==> src/rtl/avg_frame_seq.sv <==
// Frame sequencer for the AVG core: starts the core on vsync, forwards queued
// lines to the drawer, and reports frame completion plus sticky error flags.
module avg_frame_seq #(
  parameter logic [15:0] TIMEOUT    = 16'd50000,
  parameter logic [5:0]  START_WAIT = 6'd48,
  parameter int          CNT_W      = 12
) (
  input  logic             clk_in,
  input  logic             rst_in,
  input  logic             frame_start,
  input  logic             avg_halt,
  input  logic             lr_write,
  input  logic             q_empty,
  input  logic             q_full,
  input  logic             draw_ack,
  input  logic             clr_status,
  output logic             vggo,
  output logic             q_read,
  output logic             draw_req,
  output logic             busy,
  output logic             frame_done,
  output logic [CNT_W-1:0] line_count,
  output logic [CNT_W-1:0] frame_lines,
  output logic             overrun,
  output logic             timeout,
  output logic             start_fail,
  output logic             drop
);

  typedef enum logic [2:0] {
    ST_IDLE  = 3'd0,
    ST_START = 3'd1,
    ST_ARM   = 3'd2,
    ST_RUN   = 3'd3,
    ST_DRAIN = 3'd4,
    ST_DONE  = 3'd5
  } state_t;

  state_t      state_r;
  state_t      state_s;
  logic [5:0]  wait_cnt_r;
  logic [15:0] run_cnt_r;
  logic        lr_write_d_r;
  logic        wait_exp_s;
  logic        run_exp_s;
  logic        active_s;
  logic        start_fail_set_s;
  logic        timeout_set_s;
  logic        overrun_set_s;
  logic        drop_set_s;

  function automatic logic sticky_next(input logic cur, input logic set, input logic clr);
    if (set) begin
      return 1'b1;
    end else if (clr) begin
      return 1'b0;
    end else begin
      return cur;
    end
  endfunction

  // Counters hold the cycle count already spent in ARM/RUN, so the limit hits on the Nth cycle.
  assign wait_exp_s = (wait_cnt_r >= (START_WAIT - 6'd1));
  assign run_exp_s  = (run_cnt_r >= (TIMEOUT - 16'd1));

  assign active_s      = (state_r == ST_ARM) || (state_r == ST_RUN) || (state_r == ST_DRAIN);
  assign draw_req      = active_s && !q_empty;
  assign q_read        = draw_req && draw_ack;
  assign overrun_set_s = frame_start && (state_r != ST_IDLE);
  assign drop_set_s    = lr_write && !lr_write_d_r && q_full;

  // State register
  always_ff @(posedge clk_in or posedge rst_in) begin
    if (rst_in) begin
      state_r <= ST_IDLE;
    end else begin
      state_r <= state_s;
    end
  end

  // Next-state logic and error-event detection
  always_comb begin
    state_s          = state_r;
    start_fail_set_s = 1'b0;
    timeout_set_s    = 1'b0;
    case (state_r)
      ST_IDLE: begin
        if (frame_start) begin
          state_s = ST_START;
        end else begin
          state_s = ST_IDLE;
        end
      end
      ST_START: state_s = ST_ARM;
      ST_ARM: begin
        if (!avg_halt) begin
          state_s = ST_RUN;
        end else if (wait_exp_s) begin
          state_s          = ST_DRAIN;
          start_fail_set_s = 1'b1;
        end else begin
          state_s = ST_ARM;
        end
      end
      ST_RUN: begin
        if (avg_halt) begin
          state_s = ST_DRAIN;
        end else if (run_exp_s) begin
          state_s       = ST_DRAIN;
          timeout_set_s = 1'b1;
        end else begin
          state_s = ST_RUN;
        end
      end
      ST_DRAIN: begin
        if (q_empty) begin
          state_s = ST_DONE;
        end else begin
          state_s = ST_DRAIN;
        end
      end
      ST_DONE: state_s = ST_IDLE;
      default: state_s = ST_IDLE;
    endcase
  end

  // Saturating wait/run counters and line-write edge register
  always_ff @(posedge clk_in or posedge rst_in) begin
    if (rst_in) begin
      wait_cnt_r   <= 6'd0;
      run_cnt_r    <= 16'd0;
      lr_write_d_r <= 1'b0;
    end else begin
      lr_write_d_r <= lr_write;
      if (state_r == ST_START) begin
        wait_cnt_r <= 6'd0;
        run_cnt_r  <= 16'd0;
      end else begin
        if ((state_r == ST_ARM) && (wait_cnt_r != 6'h3f)) begin
          wait_cnt_r <= wait_cnt_r + 6'd1;
        end
        if ((state_r == ST_RUN) && (run_cnt_r != 16'hffff)) begin
          run_cnt_r <= run_cnt_r + 16'd1;
        end
      end
    end
  end

  // Line accounting
  always_ff @(posedge clk_in or posedge rst_in) begin
    if (rst_in) begin
      line_count  <= {CNT_W{1'b0}};
      frame_lines <= {CNT_W{1'b0}};
    end else begin
      if (state_r == ST_START) begin
        line_count <= {CNT_W{1'b0}};
      end else if (q_read && (line_count != {CNT_W{1'b1}})) begin
        line_count <= line_count + {{(CNT_W-1){1'b0}}, 1'b1};
      end
      if (state_r == ST_DONE) begin
        frame_lines <= line_count;
      end
    end
  end

  // Registered status outputs, decoded from the state being entered
  always_ff @(posedge clk_in or posedge rst_in) begin
    if (rst_in) begin
      vggo       <= 1'b0;
      busy       <= 1'b0;
      frame_done <= 1'b0;
      overrun    <= 1'b0;
      timeout    <= 1'b0;
      start_fail <= 1'b0;
      drop       <= 1'b0;
    end else begin
      vggo       <= (state_s == ST_START);
      busy       <= (state_s != ST_IDLE);
      frame_done <= (state_s == ST_DONE);
      overrun    <= sticky_next(overrun, overrun_set_s, clr_status);
      timeout    <= sticky_next(timeout, timeout_set_s, clr_status);
      start_fail <= sticky_next(start_fail, start_fail_set_s, clr_status);
      drop       <= sticky_next(drop, drop_set_s, clr_status);
    end
  end

endmodule

==> config.mk <==
export PLATFORM = sky130hd
export DESIGN_NAME = avg_frame_seq
export DESIGN_NICKNAME = d
export VERILOG_FILES = /design/src/rtl/avg_frame_seq.sv
export SDC_FILE = /design/constraint.sdc
export NUM_CORES = 1
export LEC_CHECK = 0
export BUFFER_PORTS_ARGS = -buffer_cell sky130_fd_sc_hd__buf_2
export CAP_MARGIN = 20
export CORE_MARGIN = 1
export CORE_UTILIZATION = 45
export DETAILED_ROUTE_END_ITERATION = 8
export HOLD_SLACK_MARGIN = 0.02
export PLACE_DENSITY = 0.76
export SYNTH_ARGS = -nofsm -noshare
export SYNTH_HDL_FRONTEND = slang
export SYNTH_SLANG_ARGS = --single-unit
export TNS_END_PERCENT = 100
==> constraint.sdc <==
create_clock -name clk_in -period 2.9 [get_ports clk_in]
set_input_delay 0 -clock clk_in [delete_from_list [all_inputs] [get_ports clk_in]]
set_output_delay 0 -clock clk_in [all_outputs]
set_load 0.03 [all_outputs]
=== Word-level counts from Yosys, hierarchy flattened ===
Index checks and enable logic that the tools add are counted.

* Word-level logic and storage cells: 74
* Input port bits: 9
* Flip-flop bits (word level): 57

* $lt $le $gt $ge: 2
* Multiplexer cells: 24
* Reduce and logical (&&, ||, !) cells: 22
* Add/sub/neg operators: 3
* Eq/ne operators: 10

{| class="wikitable"
|+ Operator list
! cell !! number
|-
| $mux 16 || 2
|-
| $mux 12 || 2
|-
| $add 16x1->16 const B || 1
|-
| $ge 16x16->1 const B || 1
|-
| $ne 16x16->1 const B || 1
|-
| $pmux 3 s5 || 1
|-
| $reduce_bool 2->1 || 7
|-
| $mux 1 || 13
|-
| $add 12x1->12 const B || 1
|-
| $mux 3 || 4
|-
| $mux 6 || 2
|-
| $ne 12x12->1 const B || 1
|-
| $eq 3x3->1 const B || 3
|-
| $logic_and 1x1->1 || 8
|-
| $add 6x1->6 const B || 1
|-
| $eq 3x1->1 const B || 2
|-
| $eq 3x2->1 const B || 2
|-
| $ge 6x6->1 const B || 1
|-
| $ne 6x6->1 const B || 1
|-
| $reduce_bool 3->1 || 2
|-
| $logic_not 3->1 || 1
|-
| $logic_not 1->1 || 2
|-
| $logic_or 1x1->1 || 2
|}

=== Depth between registers and ports, before layout ===
Gate-level depths: netlist of the first run.

* Depth after elaboration: 8
* Depth in mapped cells: 6
* Depth with buffers taken out: 5

=== Worst setup path before layout of the first run ===
OpenSTA, ideal clock, no wires.

* Path kind: flip-flop to flip-flop
* Start: register line_count[0]
* End: register line_count[8]
* Stages on the path, launching flop included: 7
* Arrival: 1.739 ns
* Slack: 1.042 ns
* Library setup time: 0.119 ns
* Path buffers: 1
* Cell sequence: dfrtp_1 > ha_1 > nand2_1 > nor4_1 > buf_2 > nor4_1 > o21a_1

* Longest elaborated chain between the ends: 3
* Elaborated cells between the ends (all ways): 6
* Classes of those cells: add/sub: 1; eq/ne: 1; mux: 2; reduce/logical: 2

{| class="wikitable"
|+ RTL lines
! element !! RTL line !! text
|-
| start, declared || 22 || <nowiki>output logic [CNT_W-1:0] line_count,</nowiki>
|-
| start signal, assigned || 152 || <nowiki>line_count <= {CNT_W{1'b0}};</nowiki>
|-
| start signal, assigned || 156 || <nowiki>line_count <= {CNT_W{1'b0}};</nowiki>
|-
| start signal, assigned || 158 || <nowiki>line_count <= line_count + {{(CNT_W-1){1'b0}}, 1'b1};</nowiki>
|-
| $add 12x1->12 / $ne 12x12->1 (equally long branches) || 158, 157 ||
|-
| $mux 12 / $logic_and 1x1->1 (equally long branches) || 157 || <nowiki>end else if (q_read && (line_count != {CNT_W{1'b1}})) begin</nowiki>
|-
| $mux 12 / $reduce_bool 2->1 (equally long branches) || -- ||
|}

Several ways; a longest one is shown, not always the timed one. The select of a mux whose other input is x is not followed.
A chain may end at the register's enable or synchronous reset.

=== Final worst setup path of the first run ===
* Start: register state_r[2]
* End: output port q_read

* Longest elaborated chain between the ends: 5
* Elaborated cells between the ends (all ways): 7
* Classes of those cells: eq/ne: 3; reduce/logical: 4

{| class="wikitable"
|+ RTL lines
! element !! RTL line !! text
|-
| start, declared || 39 || <nowiki>state_t state_r;</nowiki>
|-
| start signal, assigned || 77 || <nowiki>state_r <= state_s;</nowiki>
|-
| $eq 3x2->1 || 66 || <nowiki>assign active_s = (state_r == ST_ARM) || (state_r == ST_RUN) || (state_r == ST_DRAIN);</nowiki>
|-
| $logic_or 1x1->1 || 66 ||
|-
| $logic_or 1x1->1 * || 66 ||
|-
| $logic_and 1x1->1 * || 67 || <nowiki>assign draw_req = active_s && !q_empty;</nowiki>
|-
| $logic_and 1x1->1 * || 68 || <nowiki>assign q_read = draw_req && draw_ack;</nowiki>
|-
| end, declared || 18 || <nowiki>output logic q_read,</nowiki>
|}

Mark *: on every way between the ends. The rest lies on a longest branch, timed or not.

==> results of run 1 <==
## what timing repair did
action | in CTS | in global routing
setup endpoints to repair | 0 | 0
hold endpoints to repair | 31 | 0
hold buffers | 8 | 0
## worst max-delay path: stages (launching register included)
cell      delay [ns]
dfrtp_1         0.62
nor2b_1         0.17
o211ai_1        0.85
inv_1           0.28
buf_2           0.26
## final timing paths
| kind | start | end | slack (ns) | cells past startpoint |
|---|---|---|---|---|
| max | state_r[2]$_DFF_PP0_ | q_read | 0.37 | 4 |
| min | rst_in | run_cnt_r[7]$_DFFE_PP0P_ | 0.21 | 3 |
| max reg2reg | state_r[2]$_DFF_PP0_ | line_count[2]$_DFFE_PP0P_ | 0.53 | 5 |
| min reg2reg | lr_write_d_r$_DFF_PP0_ | drop$_DFFE_PP0P_ | 0.45 | 1 |
| max in group asynchronous | rst_in | run_cnt_r[9]$_DFFE_PP0P_ | 1.87 | 4 |
| min in group clk_in | lr_write | lr_write_d_r$_DFF_PP0_ | 0.31 | 2 |
## area by class of cell
cell class / instances / area share (%)
multi-input combinational: 214 / 41.0
sequential: 57 / 40.9
timing repair buffer: 53 / 9.04
clock buffer: 11 / 4.05
tap: 77 / 2.76
inverter: 13 / 1.40
clock inverter: 5 / 0.897
## metal layers
layer / track usage (%) / up-vias / part of all wire (%) / wire, um
met5: 0 / - / 0 / 0
met4: 9.87 / 0 / 1.9 / 121
met3: 5.77 / 11 / 4.2 / 273
met2: 30.6 / 64 / 45 / 2920
met1: 28.2 / 1242 / 49 / 3150
li1: - / 1216 / - / -
## layout by cell type (no fill, tap or decap), drive strengths merged, types with 7 or more instances in the layout
master | synthesis | final
nand2 | 28 | 28
dfrtp | 57 | 57
nor4 | 11 | 11
o21ai | 16 | 16
a21oi | 18 | 18
nand4 | 8 | 8
or4 | 9 | 9
mux2i | 15 | 15
dlygate4sd3 | 0 | 8
nor2 | 10 | 10
nand3 | 15 | 15
o31ai | 7 | 7
buf | 6 | 45
clkbuf | 4 | 11
or2 | 7 | 7
inv | 13 | 13
mux2 | 12 | 12
## per-stage QoR
stage | total power, mW | setup WS, ns | cells
after global routing | 2.75 | 0.0885 | 430
after detailed placement | 1.92 | 0.603 | 406
after global placement | 1.89 | 0.727 | 406
after floorplan | 1.69 | 1.04 | 294
final | 2.57 | 0.365 | 430
after CTS | 2.59 | 0.387 | 430
## state kept, by name, indices dropped and copies added (netlist names)
name          count
run_cnt_r        16
frame_lines      12
line_count       12
wait_cnt_r        6
state_r           3
busy              1
drop              1
frame_done        1
lr_write_d_r      1
overrun           1
start_fail        1
timeout           1
vggo              1
## logic make-up (layout without fill, tap and decap cells)
family                   count (synthesis)  after routing
buffers and inverters                   23             82
AND/OR/NAND/NOR                        119            119
XOR/XNOR                                 2              2
multiplexers                            27             27
flip-flops                              57             57
adder cells (fa/ha/maj)                  3              3
AO/OA/AOI/OAI                           63             63
## power groups by stage
stage | logic, mW | registers (mW) | clock network, mW
5_1_grt | 0.907 | 1.13 | 0.712
6_report | 0.819 | 1.11 | 0.647
4_1_cts | 0.821 | 1.10 | 0.667
3_3_place_gp | 0.785 | 1.10 | 0
3_5_place_dp | 0.805 | 1.11 | 0
2_1_floorplan | 0.499 | 1.19 | 0
==> impl_metrics.ini, run 1 <==
[outcome]
status = completed

[finish]
seq_area_um2 = 1430
area_growth_pct = 18.2
multi_input_comb_area_um2 = 1430
antennaDiodeCount = 0
fin_util_pct = 54.9
drive_gt1_share_pct = 24.6
fill_cells = 566
fin_area_um2 = 3490
final_net_count = 360

[sta]
period_share_pct = 87.4
maxSlewViolCount = 0
setup_tns_ns = 0
final_hold_viol_count = 0
finalSetupViolations = 0
max_slew_margin_pct = 31.7
tightest_slew_ns = 1.02
fmax_ghz = 0.395
hold_slack_ns = 0.205
min_period_ns = 2.53
skew_ns = 0.00980
rsz0062_at_grt = false

[floorplanning]
start_util_pct = 46.5
chipWidth_um = 83.0
core_um2 = 6350
io-pin-count = 42
dieArea_um2 = 6880
num_rows = 29
die_height_um = 83.0

[global_routing]
grt_max_degree = 38
grt_pass1_wl_mm = 11.2
track_usage_pct = 20.8
grt_pass1_vias = 2354
antenna_found_initial = 0
grt_overflow = 0

[critical_path]
end_kind = primary output
crit_type = reg -> out
cp_data_arrival_time_ns = 2.53
crit_required_ns = 2.90
worstSetupStartpointType = flip-flop
crit_fanout = 16

[logic_synthesis]
synth_fa_ha_area_share_pct = 1.27
synth_cell_types = 49
synth_xor_area_share_pct = 0.594
netlist_area_um2 = 2950
ys.flop_type = dfrtp_1
synth_area_leaders = dfrtp_1 48%, mux2i_1 5.1%, mux2_2 4.6%
seq_area_frac_synth_pct = 48.3
async_flop_share_pct = 100
yosysMostFrequentCell = dfrtp_1
synth_top_family_by_area = simple AND/OR/NAND/NOR gates
syn_nets = 306
synthTopCellsByCount = 57 x dfrtp_1, 28 x nand2_1, 18 x a21oi_1
synth_edf_count = 0
synth.ff_latch_count = 57
ys_warn_count = 0
synth_compound_area_share_pct = 13.4
synth_mux_area_share_pct = 9.67
synth_simple_gate_area_share_pct = 23.3
synth_area_leader_cell = dfrtp_1
yosysTopAreaCellShare_pct = 48.3
avgSynthCellArea_um2 = 10.0
synthCells = 294

[clock_tree]
cts_setup_buffers = 0
cts.clk_slew.worst_paths_ns = 0.07
cts.sinks = 57
cts-resized-gates = 0
cts_made_buffers = 9
cts_tree = done
htree_levels = 3
clk_latency_ns = 0.34
clockBufferDepth = 2
ctsRootBufferMaster = clkbuf_8

[pwr]
p_comb_share_pct = 31.8
power.density_nw_per_um2 = 738
vdd_drop_max_mv = 0.533
netSwitchingFraction_pct = 39.4
seq_power_share_pct = 43.0
power.switching_mw = 1.01
leakagePower_nw = 1.63
clock_power_share_pct = 25.1
p_int_mw = 1.56

[placed_design]
placement.cell_area_um2 = 3240
gp_congestion = 0.855
dpl.hpwl_mm = 4.40
io_buffers = 41

[route]
routed_via_density = 5.89
drt_pass1_iterations = 4
drtIter0Drc = 170
drt-total-wl_mm = 6.47
post_drt_wl_per_cell_um = 15.0
antenna_left = 0
vias = 2533
drc_errors = 0

[min_path]
min_path_type = in -> async

[flow_run]
drv_cap = 0
No activity file was read; power rests on OpenSTA's default activity.
==> run 2, diff against run 1 <==
--- a/config.mk
+++ b/config.mk
@@ -7,11 +7,13 @@
 export LEC_CHECK = 0
 export BUFFER_PORTS_ARGS = -buffer_cell sky130_fd_sc_hd__buf_2
 export CAP_MARGIN = 20
+export CELL_PAD_IN_SITES_DETAIL_PLACEMENT = 1
+export CELL_PAD_IN_SITES_GLOBAL_PLACEMENT = 1
 export CORE_MARGIN = 1
 export CORE_UTILIZATION = 45
 export DETAILED_ROUTE_END_ITERATION = 8
 export HOLD_SLACK_MARGIN = 0.02
-export PLACE_DENSITY = 0.76
+export PLACE_DENSITY = 0.91
 export SYNTH_ARGS = -nofsm -noshare
 export SYNTH_HDL_FRONTEND = slang
 export SYNTH_SLANG_ARGS = --single-unit
==> impl_metrics.ini, run 2 (synthesized netlist as in run 1, its figures left out) <==
[global_routing]
grt_max_degree = 37
antenna_found_initial = 0
grt_overflow = 0
grt_pass1_wl_mm = 13.0
track_usage_pct = 23.8
grt_pass1_vias = 2601

[finish]
final_common_cell = dfrtp_1
fin_area_um2 = 3530
top_register = run_cnt_r
fill_cells = 717
fin_util_pct = 55.6
largestRegisters = run_cnt_r: 16 flops, frame_lines: 12 flops, line_count: 12 flops
drive_gt1_share_pct = 25.1
layout_common_cells = 57 x dfrtp_1, 41 x buf_2, 28 x nand2_1, 18 x a21oi_1, 16 x o21ai_0
area_growth_pct = 19.7
largest_reg_flops = 16
final_net_count = 361
antennaDiodeCount = 0

[route]
drt-total-wl_mm = 7.69
drtIter0Drc = 166
routed_via_density = 6.06
vias = 2610
antenna_left = 0
drt_pass1_iterations = 4
post_drt_wl_per_cell_um = 17.9
drc_errors = 0

[sta]
tightest_slew_ns = 0.786
fmax_ghz = 0.439
period_share_pct = 78.6
rsz0062_at_grt = false
finalSetupViolations = 0
max_slew_margin_pct = 47.5
maxSlewViolCount = 0
final_hold_viol_count = 0
min_period_ns = 2.28
setup_tns_ns = 0
hold_slack_ns = 0.324
skew_ns = 0.0110

[min_path]
whs_path_depth = 2
hold_start = lr_write
worstHoldEndpoint = lr_write_d_r$_DFF_PP0_
min_path_type = in -> reg

[critical_path]
crit_required_ns = 3.16
crit_type = reg -> reg
path_buf_inv = 1
cp_data_arrival_time_ns = 2.54
worstReg2RegStart = state_r[2]$_DFF_PP0_
worstSetupStartpointType = flip-flop
crit_fanout = 16
end_kind = flip-flop
slowest_delay_ns = 0.64
rr_worst_depth = 5
cp_slowest_cell = dfrtp_1
ff2ff_setup_slack_ns = 0.62
cpLargestDelayFamily = simple AND/OR/NAND/NOR gates
crit_chain = nor3b_2, o211ai_1, buf_4, nor4_1, mux2i_1
reg2reg_to = line_count[7]$_DFFE_PP0P_

[clock_tree]
clockBufferDepth = 2
cts_tree = done
cts.sinks = 57
htree_levels = 3
ctsRootBufferMaster = clkbuf_8
cts_made_buffers = 9
clk_latency_ns = 0.34
cts_setup_buffers = 0
cts.clk_slew.worst_paths_ns = 0.08
cts-resized-gates = 0

[pwr]
netSwitchingFraction_pct = 38.4
seq_power_share_pct = 40.2
leakagePower_nw = 1.66
clock_power_share_pct = 29.3
p_int_mw = 1.71
power.switching_mw = 1.07
vdd_drop_max_mv = 0.505
power.density_nw_per_um2 = 787
p_comb_share_pct = 30.4

[floorplanning]
dieArea_um2 = 6880
core_um2 = 6350
num_rows = 29
io-pin-count = 42
die_height_um = 83.0
start_util_pct = 46.5
chipWidth_um = 83.0

[placed_design]
io_buffers = 41
dpl.hpwl_mm = 5.13
gp_congestion = 0.813
placement.cell_area_um2 = 3250

[outcome]
status = completed

[flow_run]
drv_cap = 0
## run 2: cell count changes in the layout (fill, tap and decap cells not counted), sizes merged
cell / previous run / this run
clkbuf: 11 / 10
buf: 45 / 47
dlygate4sd3: 8 / 7
clkinv: 4 / 3
bufinv: 0 / 2
## run 2: how the worst max path moves through the flow
stage	from	end	slack (ns)	depth (start not counted)
global placement	state_r[2]$_DFF_PP0_	line_count[9]$_DFFE_PP0P_	0.89	5
finish	state_r[2]$_DFF_PP0_	line_count[7]$_DFFE_PP0P_	0.62	5
detailed placement	state_r[2]$_DFF_PP0_	line_count[7]$_DFFE_PP0P_	0.61	5
floorplan	line_count[0]$_DFFE_PP0P_	line_count[8]$_DFFE_PP0P_	1.04	6
global route	state_r[1]$_DFF_PP0_	line_count[7]$_DFFE_PP0P_	0.38	5
CTS	state_r[1]$_DFF_PP0_	line_count[7]$_DFFE_PP0P_	0.62	5
## run 2: area by class of cell
cell class              instances  area (um^2)  area share (%)
flip-flops and latches         57         1430            40.4
clock inverters                 6         82.6            2.34
repair buffers                 54          320            9.07
multi-input cells             214         1430            40.5
well taps                      77         96.3            2.73
clock buffers                  10          128            3.61
inverters                      13         48.8            1.38
## run 2: per-layer routing
| metal | part of all wire [%] | wire (um) | global-route usage, % | vias up |
|---|---|---|---|---|
| met4 | 1.7 | 131 | 10.8 | 0 |
| li1 | - | - | - | 1215 |
| met1 | 47 | 3590 | 32.1 | 1311 |
| met3 | 3.7 | 281 | 4.17 | 14 |
| met2 | 48 | 3700 | 37.6 | 70 |
| met5 | 0 | 0 | 0 | - |
## run 2: timing repair
action,CTS,global route
hold endpoints to repair,45,0
setup endpoints to repair,0,0
hold buffers,7,0
## run 2: metrics by stage
step	cells	power (mW)	setup WS, ns
5_1_grt	431	2.93	0.378
3_5_place_dp	408	1.96	0.606
6_report	431	2.78	0.620
4_1_cts	431	2.79	0.618
2_1_floorplan	294	1.69	1.04
3_3_place_gp	408	1.91	0.892
## run 2: power by group through the flow
stage          Clock (mW)  Sequential [mW]  Combinational, mW
6_report            0.815             1.12              0.846
5_1_grt             0.863             1.14              0.923
4_1_cts             0.821             1.12              0.848
3_5_place_dp            0             1.12              0.833
3_3_place_gp            0             1.11              0.799
2_1_floorplan           0             1.19              0.499
## run 2: worst register-to-register path, cell delays in order, from the launching register on
cell and delay [ns]:
dfrtp_1 0.64, nor3b_2 0.35, o211ai_1 0.30, buf_4 0.28
nor4_1 0.40, mux2i_1 0.24
